<file path="config.mk">
export PLATFORM = sky130hd
export DESIGN_NAME = seq_booth_multiplier
export DESIGN_NICKNAME = d
export VERILOG_FILES = /design/src/rtl/mult_pkg.sv /design/src/rtl/booth_r4_encoder.sv /design/src/rtl/seq_booth_multiplier.sv
export SDC_FILE = /design/constraint.sdc
export NUM_CORES = 1
export LEC_CHECK = 0
export CAP_MARGIN = 5
export CORE_ASPECT_RATIO = 1.5
export CORE_MARGIN = 4
export CORE_UTILIZATION = 65
export CTS_BUF_LIST = sky130_fd_sc_hd__clkbuf_2
export CTS_CLUSTER_SIZE = 12
export DETAILED_ROUTE_END_ITERATION = 12
export MAX_ROUTING_LAYER = met4
export PLACE_DENSITY = 0.95
export SLEW_MARGIN = 20
export SYNTH_ARGS = -nofsm -noshare
export SYNTH_HDL_FRONTEND = slang
export SYNTH_SLANG_ARGS = --single-unit
</file>
<file path="constraint.sdc">
create_clock -name clk -period 11 [get_ports clk]
set_input_delay 2.2 -clock clk [delete_from_list [all_inputs] [get_ports clk]]
set_output_delay 2.2 -clock clk [all_outputs]
set_load 0.01 [all_outputs]
</file>
<file path="src/rtl/mult_pkg.sv">
// Shared multiplier definitions: controller state encoding and the radix-4 Booth digit format.
package mult_pkg;

  typedef enum logic [1:0] {
    ST_IDLE = 2'd0,
    ST_RUN  = 2'd1,
    ST_DONE = 2'd2
  } mult_state_e;

  // Digit value = (zero ? 0 : (times2 ? 2 : 1)) * (negate ? -1 : +1)
  typedef struct packed {
    logic negate;
    logic times2;
    logic zero;
  } booth_digit_t;

endpackage

</file>
<file path="src/rtl/booth_r4_encoder.sv">
// Radix-4 Booth recoder: maps the window {b[2i+1], b[2i], b[2i-1]} to a signed digit.
module booth_r4_encoder
  import mult_pkg::*;
(
  input  logic [2:0]   window,
  output booth_digit_t digit
);

  always_comb begin
    digit.zero   = (window == 3'b000) || (window == 3'b111);
    digit.times2 = (window == 3'b011) || (window == 3'b100);
    // 3'b111 is -0, so it is reported as a plain zero rather than a negated one
    digit.negate = window[2] && !(window[1] && window[0]);
  end

endmodule

</file>
<file path="src/rtl/seq_booth_multiplier.sv">
// Sequential radix-4 Booth multiplier: one Booth digit per RUN cycle, WIDTH/2+1 cycles per product,
// valid/ready handshakes on both the operand and the result side.
module seq_booth_multiplier
  import mult_pkg::*;
#(
  parameter int WIDTH   = 32,
  parameter bit REG_OUT = 1'b1
) (
  input  logic               clk,
  input  logic               rst,
  input  logic               in_valid,
  output logic               in_ready,
  input  logic [WIDTH-1:0]   a,
  input  logic [WIDTH-1:0]   b,
  input  logic               signed_mode,
  output logic               out_valid,
  input  logic               out_ready,
  output logic [2*WIDTH-1:0] result,
  output logic               busy
);

  localparam int N     = WIDTH / 2 + 1;
  localparam int ACC_W = 2 * WIDTH + 4;
  localparam int MB_W  = WIDTH + 3;
  localparam int CNT_W = $clog2(N);

  generate
    if ((WIDTH % 2) != 0 || WIDTH < 4) begin : g_bad_width
      $error("seq_booth_multiplier: WIDTH must be even and >= 4");
    end
  endgenerate

  mult_state_e      state_reg, state_next;
  logic [CNT_W-1:0] cnt_reg, cnt_next;
  logic [ACC_W-1:0] acc_reg, acc_next;
  logic [ACC_W-1:0] mcand_reg, mcand_next;
  logic [MB_W-1:0]  mplier_reg, mplier_next;
  logic             last_iter;

  booth_digit_t     digit;
  logic [ACC_W-1:0] mag_term;
  logic [ACC_W-1:0] add_term;

  booth_r4_encoder u_encoder (
    .window (mplier_reg[2:0]),
    .digit  (digit)
  );

  // Multiplicand is pre-shifted by 2*i, so the digit only ever selects 0, 1x or 2x of it
  always_comb begin
    mag_term = '0;
    if (!digit.zero) begin
      mag_term = digit.times2 ? {mcand_reg[ACC_W-2:0], 1'b0} : mcand_reg;
    end
    add_term = digit.negate ? (~mag_term + ACC_W'(1)) : mag_term;
  end

  always_comb begin
    state_next  = state_reg;
    cnt_next    = cnt_reg;
    acc_next    = acc_reg;
    mcand_next  = mcand_reg;
    mplier_next = mplier_reg;
    last_iter   = 1'b0;
    case (state_reg)
      ST_IDLE: begin
        if (in_valid) begin
          // Extension to WIDTH+2 bits lets one Booth pass serve both signed and unsigned operands
          mcand_next  = signed_mode ? {{(WIDTH + 4){a[WIDTH-1]}}, a} : {{(WIDTH + 4){1'b0}}, a};
          mplier_next = {(signed_mode ? {2{b[WIDTH-1]}} : 2'b00), b, 1'b0};
          acc_next    = '0;
          cnt_next    = '0;
          state_next  = ST_RUN;
        end
      end
      ST_RUN: begin
        acc_next    = acc_reg + add_term;
        mcand_next  = {mcand_reg[ACC_W-3:0], 2'b00};
        mplier_next = {2'b00, mplier_reg[MB_W-1:2]};
        cnt_next    = cnt_reg + CNT_W'(1);
        if (cnt_reg == CNT_W'(N - 1)) begin
          cnt_next   = '0;
          last_iter  = 1'b1;
          state_next = ST_DONE;
        end
      end
      ST_DONE: begin
        if (out_ready) begin
          state_next = ST_IDLE;
        end
      end
      default: state_next = ST_IDLE;
    endcase
  end

  always_ff @(posedge clk) begin
    if (rst) begin
      state_reg  <= ST_IDLE;
      cnt_reg    <= '0;
      acc_reg    <= '0;
      mcand_reg  <= '0;
      mplier_reg <= '0;
    end else begin
      state_reg  <= state_next;
      cnt_reg    <= cnt_next;
      acc_reg    <= acc_next;
      mcand_reg  <= mcand_next;
      mplier_reg <= mplier_next;
    end
  end

  generate
    if (REG_OUT) begin : g_reg_out
      logic [2*WIDTH-1:0] result_reg;
      always_ff @(posedge clk) begin
        if (rst) begin
          result_reg <= '0;
        end else if (last_iter) begin
          result_reg <= acc_next[2*WIDTH-1:0];
        end
      end
      assign result = result_reg;
    end else begin : g_comb_out
      assign result = acc_reg[2*WIDTH-1:0];
    end
  endgenerate

  assign in_ready  = (state_reg == ST_IDLE);
  assign out_valid = (state_reg == ST_DONE);
  assign busy      = (state_reg != ST_IDLE);

endmodule

</file>
# --- After elaboration in Yosys (flattened, before gate mapping) ---
# Index checks and enable logic that the tools add are counted.
word_totals:
  reg_bits: 242
  in_bits: 69
  output_inout_bits: 67
  word_cells: 51
classes:
  add_sub_neg: 3
  eq_ne: 9
  mux: 20
  bitwise: 1
  reduce_logical: 11
ops:
  columns: ["operator", "count"]
  rows:
  - ["2-to-1 mux 68 bit", 6]
  - ["one-hot mux 68 bit (2 select lines)", 2]
  - ["one-hot mux 35 bit (2 select lines)", 1]
  - ["adder 68 x 1 -> 68 bit, second input constant", 1]
  - ["adder 68 bit", 1]
  - ["NOT 68 bit", 1]
  - ["2-to-1 mux 35 bit", 1]
  - ["2-to-1 mux 5 bit", 2]
  - ["one-hot mux 5 bit (2 select lines)", 1]
  - ["2-to-1 mux 2 bit", 4]
  - ["equality test 3 bit, second input constant", 2]
  - ["one-hot mux 2 bit (3 select lines)", 1]
  - ["adder 5 x 1 -> 5 bit, second input constant", 1]
  - ["equality test 5 bit, second input constant", 1]
  - ["inequality test 2 bit, second input constant", 2]
  - ["nonzero test 2 bit", 2]
  - ["equality test 3 x 2 -> 1 bit, second input constant", 1]
  - ["zero test 3 bit", 1]
  - ["AND reduction 3 bit", 1]
  - ["equality test 2 x 1 -> 1 bit, second input constant", 1]
  - ["equality test 2 bit, second input constant", 1]
  - ["logical AND 1 bit", 2]
  - ["zero test 2 bit", 1]
  - ["logical OR 1 bit", 2]
  - ["4 further kinds", 5]

# --- Logic depth before layout (Yosys ltp) ---
# Gate-level depths: netlist of the first run.
logic_depth:
  ltp_word: 9
  mapped_depth: 31
  mapped_depth_nobuf: 22

# --- Modules after synthesis ---
# From an unflattened synthesis of the first run, not the netlist that was laid out.
hier_totals:
  cells_unflattened: 2125
  hier_area_um2: 15615.0
by_module_without_submodules:
  columns: ["module", "n_inst", "cells_per_inst", "area_per_inst_um2", "seq_area_each_um2"]
  rows:
  - ["seq_booth_multiplier", 1, 2118, 15577.4, 4664.5]
  - ["booth_r4_encoder", 1, 7, 37.5, 0.0]

# --- Worst setup path after synthesis of the first run ---
# No wires, ideal clock.
synth_path:
  path_type: "register to register"
  start: "reg mplier_reg[0]"
  end: "reg g_reg_out.result_reg[55], in the netlist result[55]"
  arrival_time_ps: 5685
  required_time_ps: 10878
  slack_ps: 5193
  path_stages_with_launch: 27
  path_cell_list: "dfxtp_1 -> buf_6 -> or3_1 -> nand2_1 -> clkbuf_1 -> clkbuf_1 -> buf_1 -> a21oi_1 -> inv_1 -> ha_1 -> and4_1 -> clkbuf_1 -> nand4_1 -> nor3b_1 -> nor2b_1 -> xnor2_1 -> a221o_1 -> ha_1 -> a21o_1 -> o21bai_1 -> a31oi_1 -> o211ai_1 -> a32o_1 -> o21a_1 -> nor4b_1 -> nor4_1 -> a311o_1"
synth_between:
  elab_chain_cells: 9
  word_cells_on_any_way: 16
synth_lines:
  columns: ["item", "line_no", "source"]
  rows:
  - ["start, declared", "seq_booth_multiplier.sv:37", "logic [MB_W-1:0] mplier_reg, mplier_next;"]
  - ["start signal, assigned", "seq_booth_multiplier.sv:108", "mplier_reg <= mplier_next;"]
  - ["equality test 3 x 2 -> 1 bit / equality test 3 bit (equally long branches)", "booth_r4_encoder.sv:11", "digit.times2 = (window == 3'b011) || (window == 3'b100);"]
  - ["logical OR 1 bit", "booth_r4_encoder.sv:11", null]
  - ["2-to-1 mux 68 bit", "seq_booth_multiplier.sv:53", "mag_term = digit.times2 ? {mcand_reg[ACC_W-2:0], 1'b0} : mcand_reg;"]
  - ["2-to-1 mux 68 bit", "seq_booth_multiplier.sv:52", "if (!digit.zero) begin"]
  - ["NOT 68 bit", "seq_booth_multiplier.sv:55", "add_term = digit.negate ? (~mag_term + ACC_W'(1)) : mag_term;"]
  - ["adder 68 x 1 -> 68 bit", "seq_booth_multiplier.sv:55", null]
  - ["2-to-1 mux 68 bit *", "seq_booth_multiplier.sv:55", null]
  - ["adder 68 bit *", "seq_booth_multiplier.sv:77", "acc_next = acc_reg + add_term;"]
  - ["one-hot mux 68 bit (2 select lines) *", "seq_booth_multiplier.sv:65", "case (state_reg)"]
  - ["end signal, assigned", "seq_booth_multiplier.sv:119", "result_reg <= acc_next[2*WIDTH-1:0];"]
  - ["end, declared", "seq_booth_multiplier.sv:114", "logic [2*WIDTH-1:0] result_reg;"]
# Every way passes the cells marked *; elsewhere a longest branch is shown, timed or not.
# A chain may end at the register's enable or synchronous reset.

# --- Worst setup path in the final report of the first run ---
layout_path:
  start: "reg mplier_reg[0]"
  end: "reg g_reg_out.result_reg[60], in the netlist result[60]"
# The elaborated chain is that of the path after synthesis.

==> flow_metrics.py, run 1 <==
metrics = {
    "timing": {
        "relSlewSlack_pct": 23.2,
        "worst_pin_slew_ns": 1.14,
        "fmax_mhz": 134,
        "finalSetupViolCount": 0,
        "timing_hold_violations_final": 0,
        "post-route-period-util_pct": 67.6,
        "fin_crit_ns": 7.44,
        "setup_tns_ns": 0,
        "rsz0062_at_grt": "false",
        "drv_slew": 0,
        "fin_skew_ns": 0.0688,
    },
    "worst_setup_path": {
        "cp-end-kind": "register",
        "reg2reg_slack_ns": 3.56,
        "r2r_end": "result[60]",
        "r2r_start": "mplier_reg[0]",
        "r2r_cells": 21,
        "path_class": "register to register",
        "cp-start-kind": "register",
        "worst_ep_arrival_time_ns": 8.33,
        "cp_max_fo": 36,
        "crit_required_ns": 11.89,
    },
    "route": {
        "drc": 0,
        "drt-total-wl_um": 55400,
        "ant_nets": 0,
        "dr.pass1.iters": 7,
        "viasPerCell": 6.82,
        "vias": 17600,
        "wl_per_cell_um": 21.5,
        "drt-initial-drc-count": 1811,
    },
    "clock_network": {
        "clock_insertion_delay_worst_skew_ns": 0.97,
        "cts_setup_buffers": 0,
        "cts_buffer_depth": 3,
        "cts-buffers-inserted": 54,
        "holdBufCountCts": 0,
        "cts_tree": "done",
        "cts_resized": 0,
        "cts_root_buffer": "clkbuf_2",
        "cts_max_level": 2,
        "clk_pin_slew_ns": 0.11,
        "cts.sinks": 233,
    },
    "cells_and_area": {
        "nNetsFinal": 2363,
        "stdcell_count": 2578,
        "n_fill_cell": 1944,
        "final_layout_size_suffix_gt1_share_pct": 6.52,
        "area_growth_syn_to_layout_pct": 11.0,
    },
    "global_route": {
        "grt.total_usage_pct": 39.8,
        "grt_max_degree": 107,
        "grt_overflow": 0,
        "grt_antenna_before_repair": 1,
        "grt_pass1_wl_um": 86600,
        "grt_pass1_vias": 16700,
    },
    "synthesis": {
        "syn-num-nets": 2324,
        "postSynth.asyncResetShare_pct": 0,
        "ys_seq_area_share_pct": 28.6,
        "yosysUniqueCellTypes": 84,
        "synth_seq_cells": 233,
        "synthFlopType": "dfxtp_1",
        "synth_area_leaders": "dfxtp_1, a21oi_1, ha_1, nor2_1, nand2_1",
        "yosys.area.top_type_share_pct": 28.6,
        "synthesis.instances": 2173,
        "syn_area_um2": 16300,
        "synth_edf_count": 0,
        "avgSynthCellArea_um2": 7.49,
        "synth_top_cell_by_area": "dfxtp_1",
        "ys.warnings.count": 0,
    },
    "worst_hold_path": {
        "holdPathEnd": "result[17]",
        "hold_class": "register to register",
        "hp-start": "result[17]",
        "holdPathStages": 2,
    },
    "pwr": {
        "p_leak_nw": 7.09,
        "power_density_nw_per_um2": 138,
        "peakVddDrop_mv": 0.107,
    },
    "flow_run": {
        "drv_cap": 0,
    },
    "status": {
        "status": "finished, final reports clean",
    },
    "die": {
        "die_w_um": 137,
        "start_util_pct": 66.4,
        "die_h_um": 202,
        "row_count": 70,
        "coreArea_um2": 24500,
        "io_pins": 136,
        "dieArea_um2": 27700,
    },
    "placed_design": {
        "dp_cells": 2480,
        "numPortBuffers": 135,
        "gp_congestion": 0.983,
        "dp_hpwl_um": 40100,
    },
}
[cell type report]
| class | instances | area, um2 | area share [%] |
|---|---|---|---|
| antenna | 1 | 2.50 | 0.0138 |
| clock buffer | 73 | 365 | 2.02 |
| clock inverter | 24 | 174 | 0.962 |
| inverter | 70 | 263 | 1.45 |
| multi-input combinational | 1693 | 10700 | 59.0 |
| sequential | 233 | 4670 | 25.8 |
| tap | 324 | 405 | 2.24 |
| timing repair buffer | 160 | 1540 | 8.52 |
[routing by layer]
metal / part of all wire (%) / track usage, % / up-vias
met2: 47 / 64.4 / 1078
met5: 0 / - / -
li1: - / - / 8097
met3: 8.7 / 6.42 / 245
met1: 38 / 47.2 / 8155
met4: 5.9 / 20.5 / 0
[stage by stage]
step                      utilization, %  instance area, um2  hold slack, ns  total power, mW  worst slack [ns]
after floorplan                        -               16300           0.432             1.60              5.19
after global placement              71.5               17500           0.441             1.82              4.00
after detailed placement            71.5               17500           0.447             1.84              3.82
after CTS                           73.7               18100           0.462             2.46              3.83
after global routing                73.7               18100           0.472             2.61              3.26
final                               73.7               18100           0.461             2.49              3.56
[layout by cell type (no fill, tap or decap), drive strengths merged, types with 49 or more instances in the layout]
cell type / instances
clkbuf: 73
o22ai: 62
nand2: 235
clkdlybuf4s50: 134
a211oi: 64
a21oi: 206
dfxtp: 233
o21ai: 111
nor3: 58
inv: 70
ha: 81
a221oi: 49
nor2: 237
xnor2: 59
[worst max-delay path by stage]
| stage | cells past startpoint | start | end |
|---|---|---|---|
| global route | 21 | mplier_reg[0] | result[60] |
| CTS | 21 | mplier_reg[0] | result[60] |
| detailed placement | 21 | mplier_reg[0] | result[60] |
| finish | 21 | mplier_reg[0] | result[60] |
| floorplan | 26 | mplier_reg[0] | result[55] |
| global placement | 21 | mplier_reg[0] | result[60] |
[synthesized netlist by cell type, types with 17 or more instances]
cell and number:
buf_1 21, mux2i_1 30, a21oi_1 206, o21ai_0 111, nor2_1 237, nand3_1 40
a31oi_1 26, xnor2_1 59, nand2_1 233, a22oi_1 41, ha_1 81, nor4_1 17
xor2_1 47, nor3_1 57, a21o_1 39, dfxtp_1 233, a221oi_1 49, clkbuf_1 137
nand4_1 33, inv_1 68, a211oi_1 64, o21bai_1 17, o22ai_1 62
[cells by family (layout without fill, tap and decap cells)]
kind of cell / Yosys count / count (layout) / synth area share [%]
buf+inv: 247 / 327 / 6.15
xor+xnor: 107 / 107 / 5.80
other cells: 0 / 1 / 0
compound gates: 745 / 745 / 30.3
fa+ha+maj: 82 / 82 / 6.35
mux: 33 / 33 / 2.05
simple gates: 726 / 726 / 20.7
flops: 233 / 233 / 28.6
[worst max-delay path: stages, from the launching register on]
cell       delay, ns
dfxtp_1         0.73
buf_4           0.46
xor2_2          0.16
buf_4           0.42
mux2i_1         0.32
a41oi_1         0.22
or4_1           0.57
or4b_4          0.56
nand2_2         0.10
xnor2_1         0.06
a222oi_1        0.29
inv_1           0.08
ha_1            0.42
a21oi_1         0.10
o21ai_0         0.31
nor3_1          0.14
a2111oi_0       0.73
a2111oi_2       0.16
nor4_1          0.61
o21ai_0         0.29
a2111oi_0       0.47
a311o_1         0.19
[where the power goes]
| group | switching [mW] | internal [mW] | leakage [nW] |
|---|---|---|---|
| combinational | 0.580 | 0.313 | 4.80 |
| sequential | 0.0666 | 0.896 | 1.90 |
| clock | 0.378 | 0.253 | 0.391 |
Note: power is estimated with default switching activity, not from simulation.
==> run 2, diff against run 1 <==
- CORE_UTILIZATION: 65 -> 61
- PLACE_DENSITY: 0.95 -> 0.93
- clock period: 11 -> 7.7 ns (I/O delays scaled with it)
==> run 2 against run 1 <==
Compared with the run above: critical path depth down 2; count of clock-buffer cells in the layout up 1; flip-flop and latch count unchanged; clock skew down 0.0053 ns; critical path type unchanged; highest routed layer unchanged.
==> flow_metrics.py, run 2 (same netlist as run 1, synthesis figures left out) <==
metrics = {
    "status": {
        "status": "finished, final reports clean",
    },
    "clock_network": {
        "cts_setup_buffers": 0,
        "holdBufCountCts": 0,
        "cts_resized": 0,
        "cts_max_level": 2,
        "cts.sinks": 233,
        "cts-buffers-inserted": 54,
        "cts_buffer_depth": 3,
        "cts_tree": "done",
        "cts_root_buffer": "clkbuf_2",
        "clock_insertion_delay_worst_skew_ns": 0.95,
        "clk_pin_slew_ns": 0.11,
    },
    "global_route": {
        "grt_antenna_before_repair": 1,
        "grt_max_degree": 84,
        "grt.total_usage_pct": 37.2,
        "grt_pass1_vias": 16300,
        "grt_overflow": 0,
        "grt_pass1_wl_um": 86700,
    },
    "cells_and_area": {
        "multi_input_area_um2": 10700,
        "final_cell_mix": "nor2_1, dfxtp_1, nand2_1",
        "n_fill_cell": 2245,
        "final_layout_size_suffix_gt1_share_pct": 7.00,
        "area_growth_syn_to_layout_pct": 11.2,
        "layout_commonest_cell": "nor2_1",
        "nNetsFinal": 2371,
        "regArea_um2": 4670,
    },
    "pwr": {
        "peakVddDrop_mv": 0.183,
        "p_leak_nw": 7.12,
        "power_density_nw_per_um2": 192,
    },
    "timing": {
        "fmax_mhz": 139,
        "post-route-period-util_pct": 93.2,
        "fin_skew_ns": 0.0635,
        "timing_hold_violations_final": 0,
        "timing.final.ws_setup_ns": 0.523,
        "fin_crit_ns": 7.18,
        "finalSetupViolCount": 0,
        "relSlewSlack_pct": 22.3,
        "drv_slew": 0,
        "rsz0062_at_grt": "false",
        "worst_pin_slew_ns": 1.15,
        "setup_tns_ns": 0,
    },
    "die": {
        "start_util_pct": 61.7,
        "dieArea_um2": 29400,
        "row_count": 73,
        "die_h_um": 208,
        "coreArea_um2": 26400,
        "die_w_um": 141,
        "io_pins": 136,
    },
    "route": {
        "drc": 0,
        "viasPerCell": 6.69,
        "ant_nets": 0,
        "drt-total-wl_um": 56000,
        "dr.pass1.iters": 6,
        "drt-initial-drc-count": 1710,
        "vias": 17400,
        "wl_per_cell_um": 21.6,
    },
    "placed_design": {
        "numPortBuffers": 135,
        "gp_congestion": 1.00,
        "dp_hpwl_um": 41200,
        "post-place-ws_ns": 0.451,
    },
    "worst_setup_path": {
        "critPathBufInv": 1,
        "critPathTopFamily": "simple AND/OR/NAND/NOR gates",
        "cp-start-kind": "register",
        "path_cells": "buf_4 > and2b_1 > a221oi_1 > a31oi_1 > nor4b_1 > nand2_1 > nor3_1 > a31oi_1 > xnor2_1 > ha_1 > a211oi_1 > o211ai_1 > a21o_1 > nand2b_1 > a2111oi_2 > nor4_1 > nor3_1 > o211ai_1 > a32o_1",
        "cp-end-kind": "register",
        "worst_path_max_delay_cell": "nor4b_1",
        "crit_required_ns": 8.52,
        "path_class": "register to register",
        "cp_max_fo": 23,
        "worst_ep_arrival_time_ns": 7.99,
        "cpPeakStageDelay_ns": 0.99,
    },
    "worst_hold_path": {
        "hold_class": "register to register",
    },
    "flow_run": {
        "drv_cap": 0,
    },
}
==> run 2: per-stage QoR <==
stage	hold slack, ns	cells	instance area, um2	util [%]	total power, mW
final	0.459	2596	18100	68.6	3.48
after detailed placement	0.447	2501	17600	66.7	2.65
after floorplan	0.432	2173	16300	-	2.28
after global placement	0.440	2501	17600	66.7	2.62
after global routing	0.481	2596	18100	68.6	3.65
after CTS	0.462	2595	18100	68.5	3.46
==> run 2: worst register-to-register path: stages, from the launching register on <==
cell and delay [ns]:
dfxtp_1 0.60, buf_4 0.35, and2b_1 0.41, a221oi_1 0.34
a31oi_1 0.16, nor4b_1 0.99, nand2_1 0.34, nor3_1 0.42
a31oi_1 0.16, xnor2_1 0.33, ha_1 0.40, a211oi_1 0.38
o211ai_1 0.18, a21o_1 0.21, nand2b_1 0.16, a2111oi_2 0.49
nor4_1 0.17, nor3_1 0.47, o211ai_1 0.20, a32o_1 0.30
==> run 2: power by group <==
part           leakage, nW  switching [mW]  total (mW)  internal [mW]
sequential            1.90           0.107        1.39           1.28
combinational         4.84           0.823        1.27          0.452
clock                0.373           0.520       0.817          0.297
total                 7.12            1.45        3.48           2.03
==> run 2: path summary, 6_finish.rpt <==
check	end	slack, ns	cells after the start	start
hold / removal	result[11]	0.46	2	result[11]
setup / recovery	result[56]	0.52	19	mplier_reg[2]
setup reg to reg	result[56]	0.52	19	mplier_reg[2]
hold reg to reg	result[11]	0.46	2	result[11]
==> run 2: final cells by class <==
type,instances,share of cell area (%)
Clock buffer,74,2.05
Tap cell,337,2.33
Antenna cell,1,0.0138
Multi-Input combinational cell,1693,58.9
Timing Repair Buffer,168,8.84
Sequential cell,233,25.8
Inverter,70,1.45
Clock inverter,20,0.608
==> run 2: metal layers <==
metal | vias up | GRT usage (%) | part of all wire, %
met2 | 856 | 62.4 | 48
met3 | 203 | 5.27 | 6.6
met1 | 8195 | 43.4 | 39
met5 | - | - | 0
li1 | 8119 | - | -
met4 | 0 | 18.3 | 6.0
==> run 3, diff against run 2 <==
- ABC_AREA: unset -> 1
==> run 3 against run 2 <==
Compared with the run above: hold slack improved by 0.018 ns; clock power increased by 4.8%; routed wire length increased by 7.0%; critical path depth up 9; count of clock-buffer cells in the layout is 4 higher; first-iteration DRC count increased by 9.6%; sequential power is essentially flat; core utilization down 0.096 points; area after synthesis grew 3.0%; critical path type unchanged; largest cell class unchanged.
==> flow_metrics.py, run 3 <==
metrics = {
    "status": {
        "status": "finished, final reports clean",
    },
    "pwr": {
        "power_mw": 4.11,
        "power_density_nw_per_um2": 221,
        "p_leak_nw": 8.43,
        "peakVddDrop_mv": 0.163,
    },
    "worst_setup_path": {
        "cp_max_fo": 58,
        "worst_path_max_delay_cell": "nand2_4",
        "cp-start-kind": "register",
        "worst_ep_arrival_time_ns": 7.46,
        "cpMostUsedCell": "nand2_1",
        "cp-end-kind": "register",
        "cpPeakStageDelay_ns": 0.84,
        "path_class": "register to register",
        "crit_required_ns": 8.56,
    },
    "timing": {
        "timing_hold_violations_final": 0,
        "finalSetupViolCount": 0,
        "setup_tns_ns": 0,
        "drv_slew": 0,
        "post-route-period-util_pct": 85.8,
        "fin_crit_ns": 6.61,
        "relSlewSlack_pct": 30.9,
        "hold_slack_ns": 0.478,
        "worst_pin_slew_ns": 1.03,
        "fin_skew_ns": 0.0674,
        "fmax_mhz": 151,
        "rsz0062_at_grt": "false",
        "timing.final.ws_setup_ns": 1.09,
    },
    "cells_and_area": {
        "n_fill_cell": 2441,
        "regArea_um2": 4660,
        "nNetsFinal": 2866,
        "final_layout_size_suffix_gt1_share_pct": 5.84,
        "final_cell_mix": "nand2_1, inv_1, a21oi_1",
        "stdcell_area_um2": 18600,
        "layout_commonest_cell": "nand2_1",
        "area_growth_syn_to_layout_pct": 11.2,
        "multi_input_area_um2": 10200,
    },
    "synthesis": {
        "avgSynthCellArea_um2": 6.38,
        "synth_seq_cells": 233,
        "yosysMostFrequentCell": "nand2_1",
        "synth_area_leaders": "dfxtp_1, nand2_1, inv_1, a21oi_1, nand3_1",
        "synth_edf_count": 0,
        "synth_top_cell_by_area": "dfxtp_1",
        "yosysUniqueCellTypes": 48,
        "synth_top_cells_by_count": "nand2_1, inv_1, a21oi_1, nor2_1, dfxtp_1",
        "synthesis.instances": 2629,
        "synthFlopType": "dfxtp_1",
        "syn_area_um2": 16800,
        "syn-num-nets": 2780,
        "ys.warnings.count": 0,
        "postSynth.asyncResetShare_pct": 0,
        "ys_seq_area_share_pct": 27.8,
        "yosys.area.top_type_share_pct": 27.8,
    },
    "die": {
        "dieArea_um2": 30300,
        "start_util_pct": 61.6,
        "row_count": 74,
        "die_w_um": 143,
        "die_h_um": 211,
        "coreArea_um2": 27200,
        "io_pins": 136,
    },
    "clock_network": {
        "cts_setup_buffers": 0,
        "cts-buffers-inserted": 57,
        "cts_max_level": 2,
        "cts_resized": 0,
        "clock_insertion_delay_worst_skew_ns": 0.95,
        "holdBufCountCts": 0,
        "clk_pin_slew_ns": 0.12,
        "cts_tree": "done",
        "cts_buffer_depth": 3,
        "cts_root_buffer": "clkbuf_2",
        "cts.sinks": 233,
    },
    "global_route": {
        "grt.total_usage_pct": 39.9,
        "grt_max_degree": 84,
        "grt_pass1_wl_um": 92900,
        "grt_overflow": 0,
        "grt_pass1_vias": 18000,
        "grt_antenna_before_repair": 1,
    },
    "route": {
        "drt-initial-drc-count": 1874,
        "drc": 0,
        "ant_nets": 0,
        "wl_per_cell_um": 19.4,
        "vias": 18700,
        "drt-total-wl_um": 60000,
        "dr.pass1.iters": 8,
        "viasPerCell": 6.03,
    },
    "placed_design": {
        "dp_hpwl_um": 45900,
        "postPlaceCellArea_um2": 18100,
        "post-place-ws_ns": 1.31,
        "numPortBuffers": 135,
        "gp_congestion": 1.09,
    },
    "flow_run": {
        "drv_cap": 0,
    },
    "worst_hold_path": {
        "hold_class": "register to register",
    },
}
-- run 3: power breakdown --
group	switching, mW	leakage [nW]	internal [mW]
Clock	0.543	0.390	0.313
Combinational	1.29	6.14	0.592
Sequential	0.0712	1.91	1.30
Total	1.91	8.43	2.21
-- run 3: logic make-up (layout without fill, tap and decap cells) --
| group | Yosys count | count (layout) | synth area share [%] |
|---|---|---|---|
| simple gates | 1096 | 1096 | 28.1 |
| other cells | 0 | 1 | 0 |
| xor+xnor | 64 | 64 | 3.34 |
| flops | 233 | 233 | 27.8 |
| compound gates | 674 | 674 | 23.2 |
| buf+inv | 480 | 608 | 11.3 |
| fa+ha+maj | 82 | 82 | 6.16 |
-- run 3: worst max-delay path, delay by kind of cell, from the launching register on --
| kind | cells | cell delay (ns) |
|---|---|---|
| adders and majority gates | 1 | 0.36 |
| buffers and inverters | 3 | 0.24 |
| xor gates and xnor gates | 1 | 0.50 |
| AOI/OAI and AO/OA | 3 | 1.06 |
| and+or+nand+nor | 20 | 3.89 |
| DFF | 1 | 0.42 |
-- run 3: metrics by stage --
stage | utilization, % | std cells
2_1_floorplan | - | 2629
3_3_place_gp | 66.6 | 2998
3_5_place_dp | 66.6 | 2998
4_1_cts | 68.5 | 3099
5_1_grt | 68.5 | 3100
6_report | 68.5 | 3100
-- run 3: cell type report --
cell class              count  area share [%]
multi-input cells        1916            54.9
clock buffers              78            2.09
clock inverters            23           0.664
repair buffers            149            7.80
well taps                 342            2.30
diodes                      1          0.0134
inverters                 358            7.22
flip-flops and latches    233            25.0
-- run 3: worst paths after layout --
kind                   from              to  slack [ns]  cells past startpoint
max           mplier_reg[2]      result[55]        1.09                     28
min          mplier_reg[33]  mplier_reg[33]        0.48                      2
max reg2reg   mplier_reg[2]      result[55]        1.09                     28
min reg2reg  mplier_reg[33]  mplier_reg[33]        0.48                      2
-- run 3: routing by layer --
| layer | part of all wire, % | up-vias | wire [um] | GRT usage, % |
|---|---|---|---|---|
| met5 | 0 | - | 0 | - |
| met3 | 7.2 | 293 | 4340 | 5.37 |
| met4 | 9.5 | 0 | 5690 | 30.8 |
| met2 | 49 | 983 | 29600 | 68.0 |
| met1 | 34 | 8448 | 20400 | 40.9 |
| li1 | - | 8968 | - | - |
==> edit 1: new RTL, settings of run 2 <==
`REG_OUT`: 1'b1 -> 1'b0.
--- a/src/rtl/seq_booth_multiplier.sv
+++ b/src/rtl/seq_booth_multiplier.sv
@@ -4,7 +4,7 @@
   import mult_pkg::*;
 #(
   parameter int WIDTH   = 32,
-  parameter bit REG_OUT = 1'b1
+  parameter bit REG_OUT = 1'b0
 ) (
   input  logic               clk,
   input  logic               rst,
Formal check against the unedited RTL: not equivalent (a bounded check fails within 4 cycles, from zero or initial values and one cycle with rst high).
==> edit 1 against run 2 <==
Sequential share of layout area fell by 4.2 points. Total power fell by 25%. Final area fell by 14%. First-iteration DRC count fell by 28%. Non-clock buffer count rose by 3. Wire length fell by 20%. Sequential power fell by 26%. Via count fell by 13%. Synthesized area fell by 14%. Count of clock-buffer cells in the layout fell by 57. Sequential cell count fell by 64. Utilization rose by 0.79 points. Setup slack got worse by 0.16 ns. Highest routed layer unchanged.
==> edit 1: results (changes against run 2) <==
- The flow ran to the end, and the final reports show no timing, DRC or antenna violations.
- The slowest stage of the critical path is the sky130_fd_sc_hd__or4_4 cell.
- The maximum fanout along the worst path is 30 (+30%).
- The minimum setup slack after placement came to 0.5295 ns (+0.07859 ns).
- The count of clock-net buffers in the final layout is 17 (-77%).
- The global routing usage on met1 is 0.3810 (-0.05310).
- The largest net degree at the start of global routing is 104 (+24%).
- The smallest hold slack was 0.5036 ns (+0.04448 ns).
- The met2 capacity usage during global routing is 0.5834 (-0.04079).
- The weighted congestion reported at the end of routability-driven placement is 0.9939 (-0.90%).
- The data arrival time at the worst-slack endpoint was 8.08 ns (+0.09 ns).
- The part of the power in combinational logic is 0.434 (+0.068).
- The net count of the mapped netlist is 2,065 (-11%).
- The endpoint of the most critical setup path is acc_reg[57]$_SDFFE_PP0P_.
- The total global-route track usage is 0.3460 (-0.02618).
- The fraction of area in registers was 0.2163 (-0.04159).
- The total placed instance area is 0.01544 sq mm (-12%).
- The share of the final layout cell area in multi-input gates was 0.6342 (+0.04491).
- The maximum count of clock buffers along a single path was 2 (-1).
- The final wirelength is 45,040 um (-20%).
- The cell total after placement came to 2,200 (-12%).
- The half-perimeter wire length after placement is 33,090 um (-20%).
- The routed length per instance is 20.18 um (-6.5%).
- The number of cells produced by synthesis is 1,913 (-12%).
- The relative area of clock buffers and inverters in the final design is 0.01280 (-0.01374).
- Sorting the synthesized cells by how often they occur yields 221 x sky130_fd_sc_hd__nor2_1, 197 x sky130_fd_sc_hd__nand2_1, 181 x sky130_fd_sc_hd__a21oi_1.
- The worst stage delay on the critical path is 0.63 ns (-0.36 ns).
- The depth of the worst register-to-register path is 22 (+3).
- The mean number of vias per cell was 6.792 (+1.5%).
- The mean instance size in the synthesized netlist is 7.345 sq um (-2.0%).
- The fraction of area in non-clock buffers is 0.1035 (+0.01510).
- The worst-case register-to-register setup slack was 0.36 ns (-0.16 ns).
- The clock transition time at the flip-flop clock pins of the worst setup and hold paths is 0.27 ns (+0.16 ns).
- The number of DRC markers in iteration 0 is 1,231 (-28%).
- The transition time at the pin with the least slew margin is 1.071 ns (-0.07814 ns).
- The count of flip-flops and latches is 169 (-27%).
- The number of buffers outside the clock class in the layout was 171 (+1.8%).
- The clock latency on the worst-skew pair was 0.82 ns (-0.13 ns).
- The met2 wire length is 21,780 um (-19%).
- The maximum operating frequency is 136.3 MHz (-2.2%).
- The wire length on met3 is 3487 um (-5.9%).
- The total of fill cells in the finished design is 1,937 (-14%).
- The layout overhead on the synthesized area is 11.34%.
- The met1 routed wirelength after detailed routing is 16,590 um (-25%).
- The global-route wire length before repair was 71,740 um (-17%).
- The number of non-clock inverters is 46 (-34%).
- The fraction of the yosys area taken by sequential cells is 0.2408 (-0.04563).
- The largest voltage drop on the vdd net is 0.2256 mV (+23%).
edit 1: changes by cell type after synthesis, sizes merged, moves of 20 or more:
| cell | change |
|---|---|
| dfxtp | -64 |
| o22ai | -61 |
| a22oi | +41 |
| nand2 | -38 |
| mux2i | +30 |
| a21oi | -25 |
| nand3 | -25 |
| inv | -24 |
| a221oi | -22 |
| a211oi | +20 |
edit 1: kinds of logic (layout without fill, tap and decap cells):
kind of cell             Yosys count  after routing  synth area share
flip-flops                       169            169            0.2408
XOR/XNOR                         113            113           0.07044
buffers and inverters            206            248           0.05752
adder cells (fa/ha/maj)           83             83           0.07444
AO/OA/AOI/OAI                    681            681            0.3201
other                              0              1                 0
multiplexers                      65             65           0.04675
AND/OR/NAND/NOR                  596            596            0.1899
edit 1: worst reg2reg max path: cells and delay by family (launching register included):
family	cells	cell delay (ns)
xor gates and xnor gates	2	0.33
adders and majority gates	2	0.61
AOI/OAI and AO/OA	8	1.55
and+or+nand+nor	8	3.81
buffers and inverters	2	0.41
DFF	1	0.56
==> edit 2: new RTL, config.mk and constraints of run 2 <==
Without the edit above. Add an input register stage for `signed_mode`; this delays it by one clock. The other inputs are not delayed to match.
--- a/src/rtl/seq_booth_multiplier.sv
+++ b/src/rtl/seq_booth_multiplier.sv
@@ -23,6 +23,12 @@
   localparam int ACC_W = 2 * WIDTH + 4;
   localparam int MB_W  = WIDTH + 3;
   localparam int CNT_W = $clog2(N);
+
+  logic signed_mode_q;
+
+  always_ff @(posedge clk) begin
+    signed_mode_q <= signed_mode;
+  end
 
   generate
     if ((WIDTH % 2) != 0 || WIDTH < 4) begin : g_bad_width
@@ -66,8 +72,8 @@
       ST_IDLE: begin
         if (in_valid) begin
           // Extension to WIDTH+2 bits lets one Booth pass serve both signed and unsigned operands
-          mcand_next  = signed_mode ? {{(WIDTH + 4){a[WIDTH-1]}}, a} : {{(WIDTH + 4){1'b0}}, a};
-          mplier_next = {(signed_mode ? {2{b[WIDTH-1]}} : 2'b00), b, 1'b0};
+          mcand_next  = signed_mode_q ? {{(WIDTH + 4){a[WIDTH-1]}}, a} : {{(WIDTH + 4){1'b0}}, a};
+          mplier_next = {(signed_mode_q ? {2{b[WIDTH-1]}} : 2'b00), b, 1'b0};
           acc_next    = '0;
           cnt_next    = '0;
           state_next  = ST_RUN;
Check against the original RTL: no difference found for any inputs over 10 cycles, from zero or initial values and one cycle with rst high; that may be too few to reach the edited logic, so the function may still have changed.
==> edit 2 against run 2 <==
Total power increased by 2.3%. Fmax down 1.8%. Cell count rose by 0.31%. Final area rose by 0.55%. Wire length decreased by 0.41%. Setup slack lost 0.13 ns. Utilization up 0.37 points. Sequential cell count is 1 higher. Synthesized area is 0.12% higher. Largest power group unchanged. Highest routed layer unchanged.
==> edit 2: results (changes against run 2) <==
- The total placed instance area is 0.01766 sq mm (+0.24%).
- By count the netlist is led by 237 x sky130_fd_sc_hd__nor2_1, 234 x sky130_fd_sc_hd__dfxtp_1, 233 x sky130_fd_sc_hd__nand2_1.
- The cell total after placement came to 2,505 (+0.16%).
- The mean number of vias per cell is 6.743 (+0.75%).
- The global-route wire length before repair is 87,430 um (+0.79%).
- The maximum fanout along the worst path is 42 (+83%).
- The clock transition time at the flip-flop clock pins of the worst setup and hold paths is 0.13 ns (+0.02 ns).
- The total of fill cells in the finished design is 2,273 (+1.2%).
- The run finished with clean final reports.
- The transition time at the pin with the least slew margin is 1.102 ns (-0.04721 ns).
- The met3 layer usage reported by global route is 0.04530 (-0.007358).
- The minimum setup slack after placement is 0.5604 ns (+0.1095 ns).
- The layout cell share with drive strength beyond 1 is 0.07017 (+0.0001943).
- The met2 capacity usage during global routing came to 0.6301 (+0.005924).
- The net total in the final layout was 2,376 (+0.21%).
- In the post-synthesis netlist, the biggest area contributors are sky130_fd_sc_hd__dfxtp_1 29%, sky130_fd_sc_hd__a21oi_1 6.3%, sky130_fd_sc_hd__ha_1 6.2%.
- The half-perimeter wire length after placement is 40,740 um (-1.2%).
- The fraction of the yosys area taken by sequential cells is 0.2873 (+0.0008761).
- The number of DRC markers in iteration 0 is 1,727 (+0.99%).
- The kind of cell adding the most delay to the critical path is compound AO/OA/AOI/OAI gates.
- The total via count after detailed routing was 17,560 (+1.1%).
- The routed length per instance is 21.44 um (-0.71%).
- The total CTS buffers is 55 (+1.9%).
- The largest net degree at the start of global routing is 101 (+20%).
- The weighted congestion reported at the end of routability-driven placement came to 1.030 (+2.7%).
- The number of cells produced by synthesis was 2,174 (+0.046%).
- The number of global-route vias before repair came to 16,570 (+1.8%).
- The leakage power is 7.160 nW (+0.58%).
-- edit 2: worst min-delay path, cell delays in order, from the launching register on --
cell,delay (ns)
sky130_fd_sc_hd__dfxtp_1,0.32
sky130_fd_sc_hd__nand2_1,0.05
sky130_fd_sc_hd__a21oi_1,0.05
-- edit 2: cells by family after synthesis --
family,count (synthesis),share of synthesized area
and+or+nand+nor,726,0.2066
DFF,234,0.2873
xor gates and xnor gates,107,0.05793
buffers and inverters,247,0.06146
AOI/OAI and AO/OA,745,0.3028
muxes,33,0.02049
adders and majority gates,82,0.06338
-- edit 2: final timing paths --
check | start | to | slack, ns | cells past startpoint
min | result[40]$_SDFFE_PP0P_ | result[40]$_SDFFE_PP0P_ | 0.46 | 2
max | mplier_reg[1]$_SDFFE_PP0P_ | result[60]$_SDFFE_PP0P_ | 0.39 | 18
min reg2reg | result[40]$_SDFFE_PP0P_ | result[40]$_SDFFE_PP0P_ | 0.46 | 2
max reg2reg | mplier_reg[1]$_SDFFE_PP0P_ | result[60]$_SDFFE_PP0P_ | 0.39 | 18
-- edit 2: final cells by class --
| type | count | area, sq um | area share |
|---|---|---|---|
| repair buffers | 171 | 1623 | 0.08915 |
| diodes | 1 | 2.502 | 0.0001375 |
| flip-flops and latches | 234 | 4686 | 0.2574 |
| inverters | 70 | 262.8 | 0.01443 |
| multi-input cells | 1693 | 10660 | 0.5858 |
| clock buffers | 75 | 375.4 | 0.02062 |
| clock inverters | 23 | 168.9 | 0.009280 |
| well taps | 337 | 421.7 | 0.02316 |
-- edit 2: power groups by stage --
| stage | Clock (mW) | Combinational (mW) | Sequential (mW) |
|---|---|---|---|
| 2_1_floorplan | 0 | 0.929 | 1.36 |
| 3_3_place_gp | 0 | 1.21 | 1.41 |
| 3_5_place_dp | 0 | 1.24 | 1.42 |
| 4_1_cts | 0.906 | 1.24 | 1.39 |
| 5_1_grt | 0.958 | 1.38 | 1.40 |
| 6_report | 0.893 | 1.27 | 1.39 |
-- edit 2: routing by layer --
layer  vias to the layer above  routed length, um
li1                       8128                  -
met4                         0               2815
met5                         -                  0
met1                      8297              21730
met3                       189               4075
met2                       944              27200
